`src/rtl/mem_ctrl_pkg.sv`:
```
// Shared types for the external RAM port controller: FSM encodings, access lengths
// and the buffered load/store request.
package mem_ctrl_pkg;

   typedef enum logic [1:0] {
      MC_IDLE  = 2'b00,
      MC_IF_RD = 2'b01,
      MC_LS_RD = 2'b10,
      MC_LS_WR = 2'b11
   } mc_state_e;

   localparam logic [1:0] LEN_BYTE = 2'b00;
   localparam logic [1:0] LEN_HALF = 2'b01;
   localparam logic [1:0] LEN_WORD = 2'b10;

   typedef struct packed {
      logic        ls;
      logic [1:0]  len;
      logic [31:0] addr;
      logic [31:0] val;
   } lsb_op_t;

   function automatic logic [2:0] len_bytes(input logic [1:0] len);
      logic [2:0] n;
      case (len)
         LEN_BYTE: n = 3'd1;
         LEN_HALF: n = 3'd2;
         default:  n = 3'd4;
      endcase
      return n;
   endfunction

endpackage

```
`src/rtl/mem_byte_seq.sv`:
```
// Byte-serial sequencer: walks n consecutive byte addresses, shifting write data out
// and assembling read data from the one-cycle-late RAM return byte.
module mem_byte_seq (
   input  logic        clk_in,
   input  logic        rst_in,
   input  logic        en,
   input  logic        start,
   input  logic        abort,
   input  logic [31:0] start_addr,
   input  logic [31:0] start_val,
   input  logic [2:0]  start_n,
   input  logic        start_wr,
   input  logic        stall,
   input  logic [7:0]  mem_din,
   output logic [31:0] mem_a,
   output logic [7:0]  mem_dout,
   output logic        wr_drive,
   output logic        last,
   output logic [31:0] data_next
);

   logic        act_q;
   logic        wr_q;
   logic [2:0]  cnt_q;
   logic [2:0]  n_q;
   logic [31:0] addr_q;
   logic [31:0] sval_q;
   logic [31:0] data_q;
   logic        drive;
   logic [1:0]  byte_idx;

   always_comb begin
      drive     = act_q && (cnt_q < n_q);
      mem_a     = drive ? addr_q : 32'd0;
      mem_dout  = (drive && wr_q) ? sval_q[7:0] : 8'd0;
      wr_drive  = drive && wr_q && !stall;
      // Writes end on the last byte driven; reads need one more cycle for the return byte.
      last      = act_q && (wr_q ? ((cnt_q == n_q - 3'd1) && !stall) : (cnt_q == n_q));
      byte_idx  = 2'(cnt_q - 3'd1);
      data_next = data_q;
      if (act_q && !wr_q && (cnt_q != 3'd0)) begin
         data_next[{byte_idx, 3'b000} +: 8] = mem_din;
      end
   end

   always_ff @(posedge clk_in) begin
      if (rst_in) begin
         act_q  <= 1'b0;
         wr_q   <= 1'b0;
         cnt_q  <= 3'd0;
         n_q    <= 3'd0;
         addr_q <= 32'd0;
         sval_q <= 32'd0;
         data_q <= 32'd0;
      end else if (en) begin
         if (abort) begin
            act_q <= 1'b0;
            cnt_q <= 3'd0;
         end else if (start) begin
            act_q  <= 1'b1;
            wr_q   <= start_wr;
            cnt_q  <= 3'd0;
            n_q    <= start_n;
            addr_q <= start_addr;
            sval_q <= start_val;
            data_q <= 32'd0;
         end else if (act_q && !stall) begin
            data_q <= data_next;
            if (last) begin
               act_q <= 1'b0;
            end else begin
               cnt_q  <= cnt_q + 3'd1;
               addr_q <= addr_q + 32'd1;
               sval_q <= sval_q >> 8;
            end
         end
      end
   end

endmodule

```
`src/rtl/mem_ctrl.sv`:
```
// External RAM port controller: arbitrates fetch and load/store requests, holds one
// pending LSB request, and runs the byte sequencer for each granted access.
module mem_ctrl
   import mem_ctrl_pkg::*;
#(
   parameter int unsigned POS_W    = 4,
   parameter int unsigned IF_BYTES = 4,
   parameter logic [1:0]  IO_BASE  = 2'b11
) (
   input  logic             clk_in,
   input  logic             rst_in,
   input  logic             rdy_in,
   input  logic             clear,
   input  logic             io_buffer_full,
   input  logic [7:0]       mem_din,
   output logic [7:0]       mem_dout,
   output logic [31:0]      mem_a,
   output logic             mem_wr,
   input  logic             if_req,
   input  logic [31:0]      if_addr,
   output logic             if_done,
   output logic [31:0]      if_data,
   input  logic             lsb_req,
   input  logic [POS_W-1:0] lsb_pos,
   input  logic             lsb_ls,
   input  logic [1:0]       lsb_len,
   input  logic [31:0]      lsb_addr,
   input  logic [31:0]      lsb_val,
   output logic             lsb_busy,
   output logic             lsb_finished,
   output logic [POS_W-1:0] lsb_pos_out,
   output logic [31:0]      lsb_val_out
);

   mc_state_e        state_q, state_d;
   logic             pend_v_q, pend_v_d;
   lsb_op_t          pend_op_q, pend_op_d;
   logic [POS_W-1:0] pend_pos_q, pend_pos_d;
   logic [POS_W-1:0] cur_pos_q, cur_pos_d;
   logic             wr_clr_q, wr_clr_d;
   logic             if_done_q, if_done_d;
   logic [31:0]      if_data_q, if_data_d;
   logic             fin_q, fin_d;
   logic [POS_W-1:0] pos_out_q, pos_out_d;
   logic [31:0]      val_out_q, val_out_d;

   lsb_op_t          lsb_in;
   lsb_op_t          grant_op;
   logic             seq_start, seq_abort, seq_stall, seq_last, seq_wr_drive;
   logic [2:0]       seq_n;
   logic [31:0]      seq_data;

   assign lsb_in = '{ls: lsb_ls, len: lsb_len, addr: lsb_addr, val: lsb_val};

   // IO writes stall byte by byte while the UART buffer is full.
   assign seq_stall = (state_q == MC_LS_WR) && io_buffer_full && (mem_a[17:16] == IO_BASE);

   always_comb begin
      state_d    = state_q;
      pend_v_d   = pend_v_q;
      pend_op_d  = pend_op_q;
      pend_pos_d = pend_pos_q;
      cur_pos_d  = cur_pos_q;
      wr_clr_d   = wr_clr_q;
      if_done_d  = 1'b0;
      if_data_d  = if_data_q;
      fin_d      = 1'b0;
      pos_out_d  = pos_out_q;
      val_out_d  = val_out_q;
      grant_op   = '0;
      seq_start  = 1'b0;
      seq_abort  = 1'b0;
      seq_n      = 3'd0;

      unique case (state_q)
         MC_IDLE: begin
            if (clear) begin
               pend_v_d = 1'b0;
            end else if (pend_v_q) begin
               seq_start = 1'b1;
               grant_op  = pend_op_q;
               seq_n     = len_bytes(pend_op_q.len);
               cur_pos_d = pend_pos_q;
               pend_v_d  = 1'b0;
               state_d   = pend_op_q.ls ? MC_LS_WR : MC_LS_RD;
            end else if (lsb_req) begin
               seq_start = 1'b1;
               grant_op  = lsb_in;
               seq_n     = len_bytes(lsb_len);
               cur_pos_d = lsb_pos;
               state_d   = lsb_ls ? MC_LS_WR : MC_LS_RD;
            end else if (if_req) begin
               seq_start     = 1'b1;
               grant_op.addr = if_addr;
               seq_n         = 3'(IF_BYTES);
               state_d       = MC_IF_RD;
            end
         end
         MC_IF_RD, MC_LS_RD: begin
            if (clear) begin
               seq_abort = 1'b1;
               pend_v_d  = 1'b0;
               state_d   = MC_IDLE;
            end else if (seq_last) begin
               state_d = MC_IDLE;
               if (state_q == MC_IF_RD) begin
                  if_done_d = 1'b1;
                  if_data_d = seq_data;
               end else begin
                  fin_d     = 1'b1;
                  pos_out_d = cur_pos_q;
                  val_out_d = seq_data;
               end
            end
         end
         MC_LS_WR: begin
            // A committed store always completes; a flush only hides its completion.
            if (clear) begin
               wr_clr_d = 1'b1;
            end
            if (seq_last) begin
               state_d   = MC_IDLE;
               wr_clr_d  = 1'b0;
               fin_d     = !(wr_clr_q || clear);
               pos_out_d = cur_pos_q;
               val_out_d = 32'd0;
            end
         end
         default: state_d = MC_IDLE;
      endcase

      if (lsb_req && (state_q != MC_IDLE) && !(clear && (state_q != MC_LS_WR))) begin
         pend_v_d   = 1'b1;
         pend_op_d  = lsb_in;
         pend_pos_d = lsb_pos;
      end
   end

   always_ff @(posedge clk_in) begin
      if (rst_in) begin
         state_q    <= MC_IDLE;
         pend_v_q   <= 1'b0;
         pend_op_q  <= '0;
         pend_pos_q <= '0;
         cur_pos_q  <= '0;
         wr_clr_q   <= 1'b0;
         if_done_q  <= 1'b0;
         if_data_q  <= 32'd0;
         fin_q      <= 1'b0;
         pos_out_q  <= '0;
         val_out_q  <= 32'd0;
      end else if (rdy_in) begin
         state_q    <= state_d;
         pend_v_q   <= pend_v_d;
         pend_op_q  <= pend_op_d;
         pend_pos_q <= pend_pos_d;
         cur_pos_q  <= cur_pos_d;
         wr_clr_q   <= wr_clr_d;
         if_done_q  <= if_done_d;
         if_data_q  <= if_data_d;
         fin_q      <= fin_d;
         pos_out_q  <= pos_out_d;
         val_out_q  <= val_out_d;
      end
   end

   mem_byte_seq u_seq (
      .clk_in     (clk_in),
      .rst_in     (rst_in),
      .en         (rdy_in),
      .start      (seq_start),
      .abort      (seq_abort),
      .start_addr (grant_op.addr),
      .start_val  (grant_op.val),
      .start_n    (seq_n),
      .start_wr   (grant_op.ls),
      .stall      (seq_stall),
      .mem_din    (mem_din),
      .mem_a      (mem_a),
      .mem_dout   (mem_dout),
      .wr_drive   (seq_wr_drive),
      .last       (seq_last),
      .data_next  (seq_data)
   );

   assign mem_wr       = seq_wr_drive && rdy_in;
   assign lsb_busy     = (state_q != MC_IDLE) || pend_v_q || lsb_req;
   assign if_done      = if_done_q;
   assign if_data      = if_data_q;
   assign lsb_finished = fin_q;
   assign lsb_pos_out  = pos_out_q;
   assign lsb_val_out  = val_out_q;

   pend_overflow_a: assert property (@(posedge clk_in) disable iff (rst_in)
      !(rdy_in && lsb_req && pend_v_q));

endmodule

```
`config.mk`:
```
export PLATFORM = sky130hd
export DESIGN_NAME = mem_ctrl
export DESIGN_NICKNAME = d
export VERILOG_FILES = /design/src/rtl/mem_ctrl_pkg.sv /design/src/rtl/mem_byte_seq.sv /design/src/rtl/mem_ctrl.sv
export SDC_FILE = /design/constraint.sdc
export NUM_CORES = 1
export LEC_CHECK = 0
export ABC_CLOCK_PERIOD_IN_PS = 6400
export CORE_UTILIZATION = 40
export CTS_CLUSTER_DIAMETER = 200
export DETAILED_ROUTE_END_ITERATION = 8
export PLACE_DENSITY_LB_ADDON = 0.15
export SKIP_LAST_GASP = 1
export SLEW_MARGIN = 25
export SYNTH_ARGS = -nofsm -noshare
export SYNTH_HDL_FRONTEND = slang
export SYNTH_SLANG_ARGS = --single-unit
```
`constraint.sdc`:
```
create_clock -name clk_in -period 6.4 [get_ports clk_in]
set_clock_uncertainty 0.1 [all_clocks]
set_input_delay 1.28 -clock clk_in [delete_from_list [all_inputs] [get_ports clk_in]]
set_output_delay 1.28 -clock clk_in [all_outputs]
set_load 0.02 [all_outputs]
```
==> summary.md <==
| Metric | Value |
|---|---|
| Status | complete, no violations |
| Final wirelength | a little over 40 mm |
| Hold Crit Class | reg -> reg |
| Tot GR Track Use | 24.4% |
| Max incr delay on CP | a little over 700 ps |
| Vias in the first global route | about 12000 |
| First-pass detailed-route iteration total | 5 |
| VDD IR-drop max | around 0.19 mV |
| Sequential share of power | between 40% and 50% |
| Reg2Reg Depth | 7 |
| Routed via count | 12800 |
| Area growth syn-to-layout | 26.9% |
| Final core occ | approximately half |
| Fraction of layout cells with a size suffix above 1 | ~6.5% |
| Max_slew headroom | between 30% and 40% |
| Int Pwr | just under 3 mW |
| Final min period | roughly 4700 ps |
| Routability congestion estimate | 0.873 |
| Hold WS | approximately 350 ps |
| Actual slew at the worst max-slew pin | about 980 ps |
| Worst-path cell chain | inv_1, ha_1, a21oi_1, and3_2, nand2_1, nor3_1, clkdlybuf4s50_1 |
| Largest family of logic cells by synthesized area | compound AO/OA/AOI/OAI gates |
| Dpl ws | 1880 ps |
| Mux contribution to synthesized area | around 2.4% |
| Synth Register Bits | ~250 |
| Worst-case clock buffer depth | 3 |
| Hold Crit Depth | 2 |
| Clk root buf | clkbuf_16 |
| Number of synthesized flops with an enable pin | 0 |
| Sequential fraction of the synthesis area | between 30% and 40% |
| Netlist cell types | between 60 and 70 |
| CTS Hold Buffers Added | 0 |
| Number of clock sinks | 253 |
| Max-slew violation count | 0 |
| Setup violators final | 0 |
| Die area | about 33000 um^2 |
| Yosys warnings | 0 |
| Via density | roughly 5.8 |
| Antenna Violating Nets Remaining | 0 |
| PwrDens | 243 nW/um^2 |
| Final period utilization | between 70% and 80% |
| Commonest cells after routing, fill and taps aside | nand2_1 (308), dfxtp_1 (252), clkdlybuf4s50_1 (227), a21oi_1 (161), nor2_1 (95) |
| Part of the power in the clock network | 47.6% |
| Mean Syn Cell Area | 7.70 um^2 |
| Postcts setup bufs | 0 |
| DR WL/cell | 18.7 um |
| Critical Path RT | approximately 5000 ps |
| Fmax | between 200 and 250 MHz |
| Num CTS Buffers | 28 |
| Final #Nets | between 1500 and 2000 |
| WP data arrival | about 3300 ps |
| TritonCTS clock tree | built |
| Worst-path clk slew | 60 ps |
| Resized Gates After CTS | 0 |
| Compound-Gate Fraction of Synth Area | approximately a quarter |
| Syn Nets | around 1800 |
| H-Tree Depth | 1 |
| Critical path fanouts, max | between 40 and 50 |
| Cell count after synthesis | 1660 |
| CP Capture Type | output port |
| Cell row count | 65 |
| Layout fillers | 3016 |
| DRC viols | 0 |
| Power Total | roughly 3.9 mW |
| Detail Placement HPWL | roughly 27 mm |
| Crit path kind | reg -> out |
| Worst setup margin | 1720 ps |
| Top_reg_cell synth | dfxtp_1 |
| Commonest non-fill, non-tap cell in the layout | nand2_1 |
| Final hold vios | 0 |
| Comb pwr share | 10.9% |
| Xor and xnor area share after synthesis | 0.245% |
| Clk_lat worst skew | roughly 550 ps |
| Die width | 181 um |
| TNS Setup | 0 ps |
| Die Y | 181 um |
| Sw Ratio | 25.2% |
| Largest net degree at the start of global routing | about 140 |
| Core footprint | 31500 um^2 |
| First-pass GRT wire length | 65.7 mm |
| Adder-Cell Fraction of Synth Area | 1.37% |
| Mapped cell area | approximately 13000 um^2 |
| GRT overflow | 0 |
| RSZ-0062 raised after global routing | false |
| CP Launch Type | register |
| Simple-gate share of the synthesized area | between 20% and 30% |
| Starting Density | between 40% and 50% |
| Synth async-reset ratio | 0% |
| Leak pwr | between 5 and 6 nW |
| Detailed Route Iter0 Violations | 1105 |
| P_sw | approximately 0.99 mW |
| Port Buffers | about 230 |
| Initial antenna violation count | 1 |
| Max-Cap Viols | 0 |
| Top-level port count | between 200 and 250 |
| Critical-path top delay cell | and3_2 |
## cell families after synthesis
logic type / Yosys count
AOI/OAI and AO/OA: 504
xor gates and xnor gates: 2
adders and majority gates: 14
buffers and inverters: 181
DFF: 253
muxes: 29
and+or+nand+nor: 677
## cell usage after synthesis (all sizes together), types with 17 or more instances
master  instances  area share [%]
nor2b          34             1.7
a21oi         162             6.4
clkbuf        117             3.5
o211ai         62             3.6
nand3          26             1.1
dfxtp         253              40
a211oi         24             1.4
a22oi          37             2.2
nand4          37             1.8
o21ai          95             3.7
inv            25            0.73
buf            38             1.8
nor2           97             2.9
nor4           20            0.98
a31oi          39             2.0
and2           45             2.2
mux2           17             1.5
nand2         308             9.0
nor3           56             2.3
a221oi         27             1.9
## metrics by stage
stage / cells / instance area (um^2)
finish: 2211 / 16200
detailed placement: 2158 / 15100
global placement: 2157 / 15100
floorplan: 1660 / 12800
CTS: 2210 / 16200
global route: 2211 / 16200
## metal layers
layer  track usage (%)  vias up  part of all wire (%)
met4              6.77        0                   2.3
met5                 0        -                     0
met2              38.3      426                    45
met3              3.65       71                   6.0
li1                  -     6214                     -
met1              34.7     6072                    47
## registers in the layout (all words and copies together), names as in the netlist
name	count
if_data	32
u_seq.sval_q	32
wr_clr_q	1
lsb_pos_out	4
pend_op_q	67
lsb_val_out	32
u_seq.addr_q	32
if_done	1
u_seq.act_q	1
lsb_finished	1
cur_pos_q	4
u_seq.wr_q	1
state_q	2
u_seq.n_q	3
pend_v_q	1
pend_pos_q	4
u_seq.data_q	32
u_seq.cnt_q	3
## critical path, delay by kind of cell, from the launching register on
kind | cells | cell delay (ps)
AOI/OAI and AO/OA | 1 | 350
adders and majority gates | 1 | 330
buffers and inverters | 2 | 680
DFF | 1 | 370
and+or+nand+nor | 3 | 1010
## power groups by stage
stage	Clock, mW	Combinational (mW)	Sequential, mW
2_1_floorplan	0	0.268	1.65
6_report	1.87	0.429	1.63
4_1_cts	1.90	0.427	1.63
3_5_place_dp	0	0.425	1.67
3_3_place_gp	0	0.422	1.67
5_1_grt	1.97	0.468	1.64
## cell type report
type	count	area [um^2]	share of cell area (%)
Multi-Input combinational cell	1226	6990	43.1
Sequential cell	253	5070	31.3
Timing Repair Buffer	251	2470	15.2
Clock buffer	32	767	4.73
Tap cell	402	503	3.10
Clock inverter	20	313	1.93
Inverter	26	97.6	0.602
Antenna cell	1	2.50	0.0154
## path summary, 6_finish.rpt
path,from,slack (ps),end
setup / recovery,u_seq.n_q[2],1720,mem_wr
hold / removal,u_seq.data_q[7],350,u_seq.data_q[7]
setup reg to reg,u_seq.cnt_q[0],3000,lsb_val_out[4]
hold reg to reg,u_seq.data_q[7],350,u_seq.data_q[7]
Note: power is estimated with default switching activity, not from simulation.
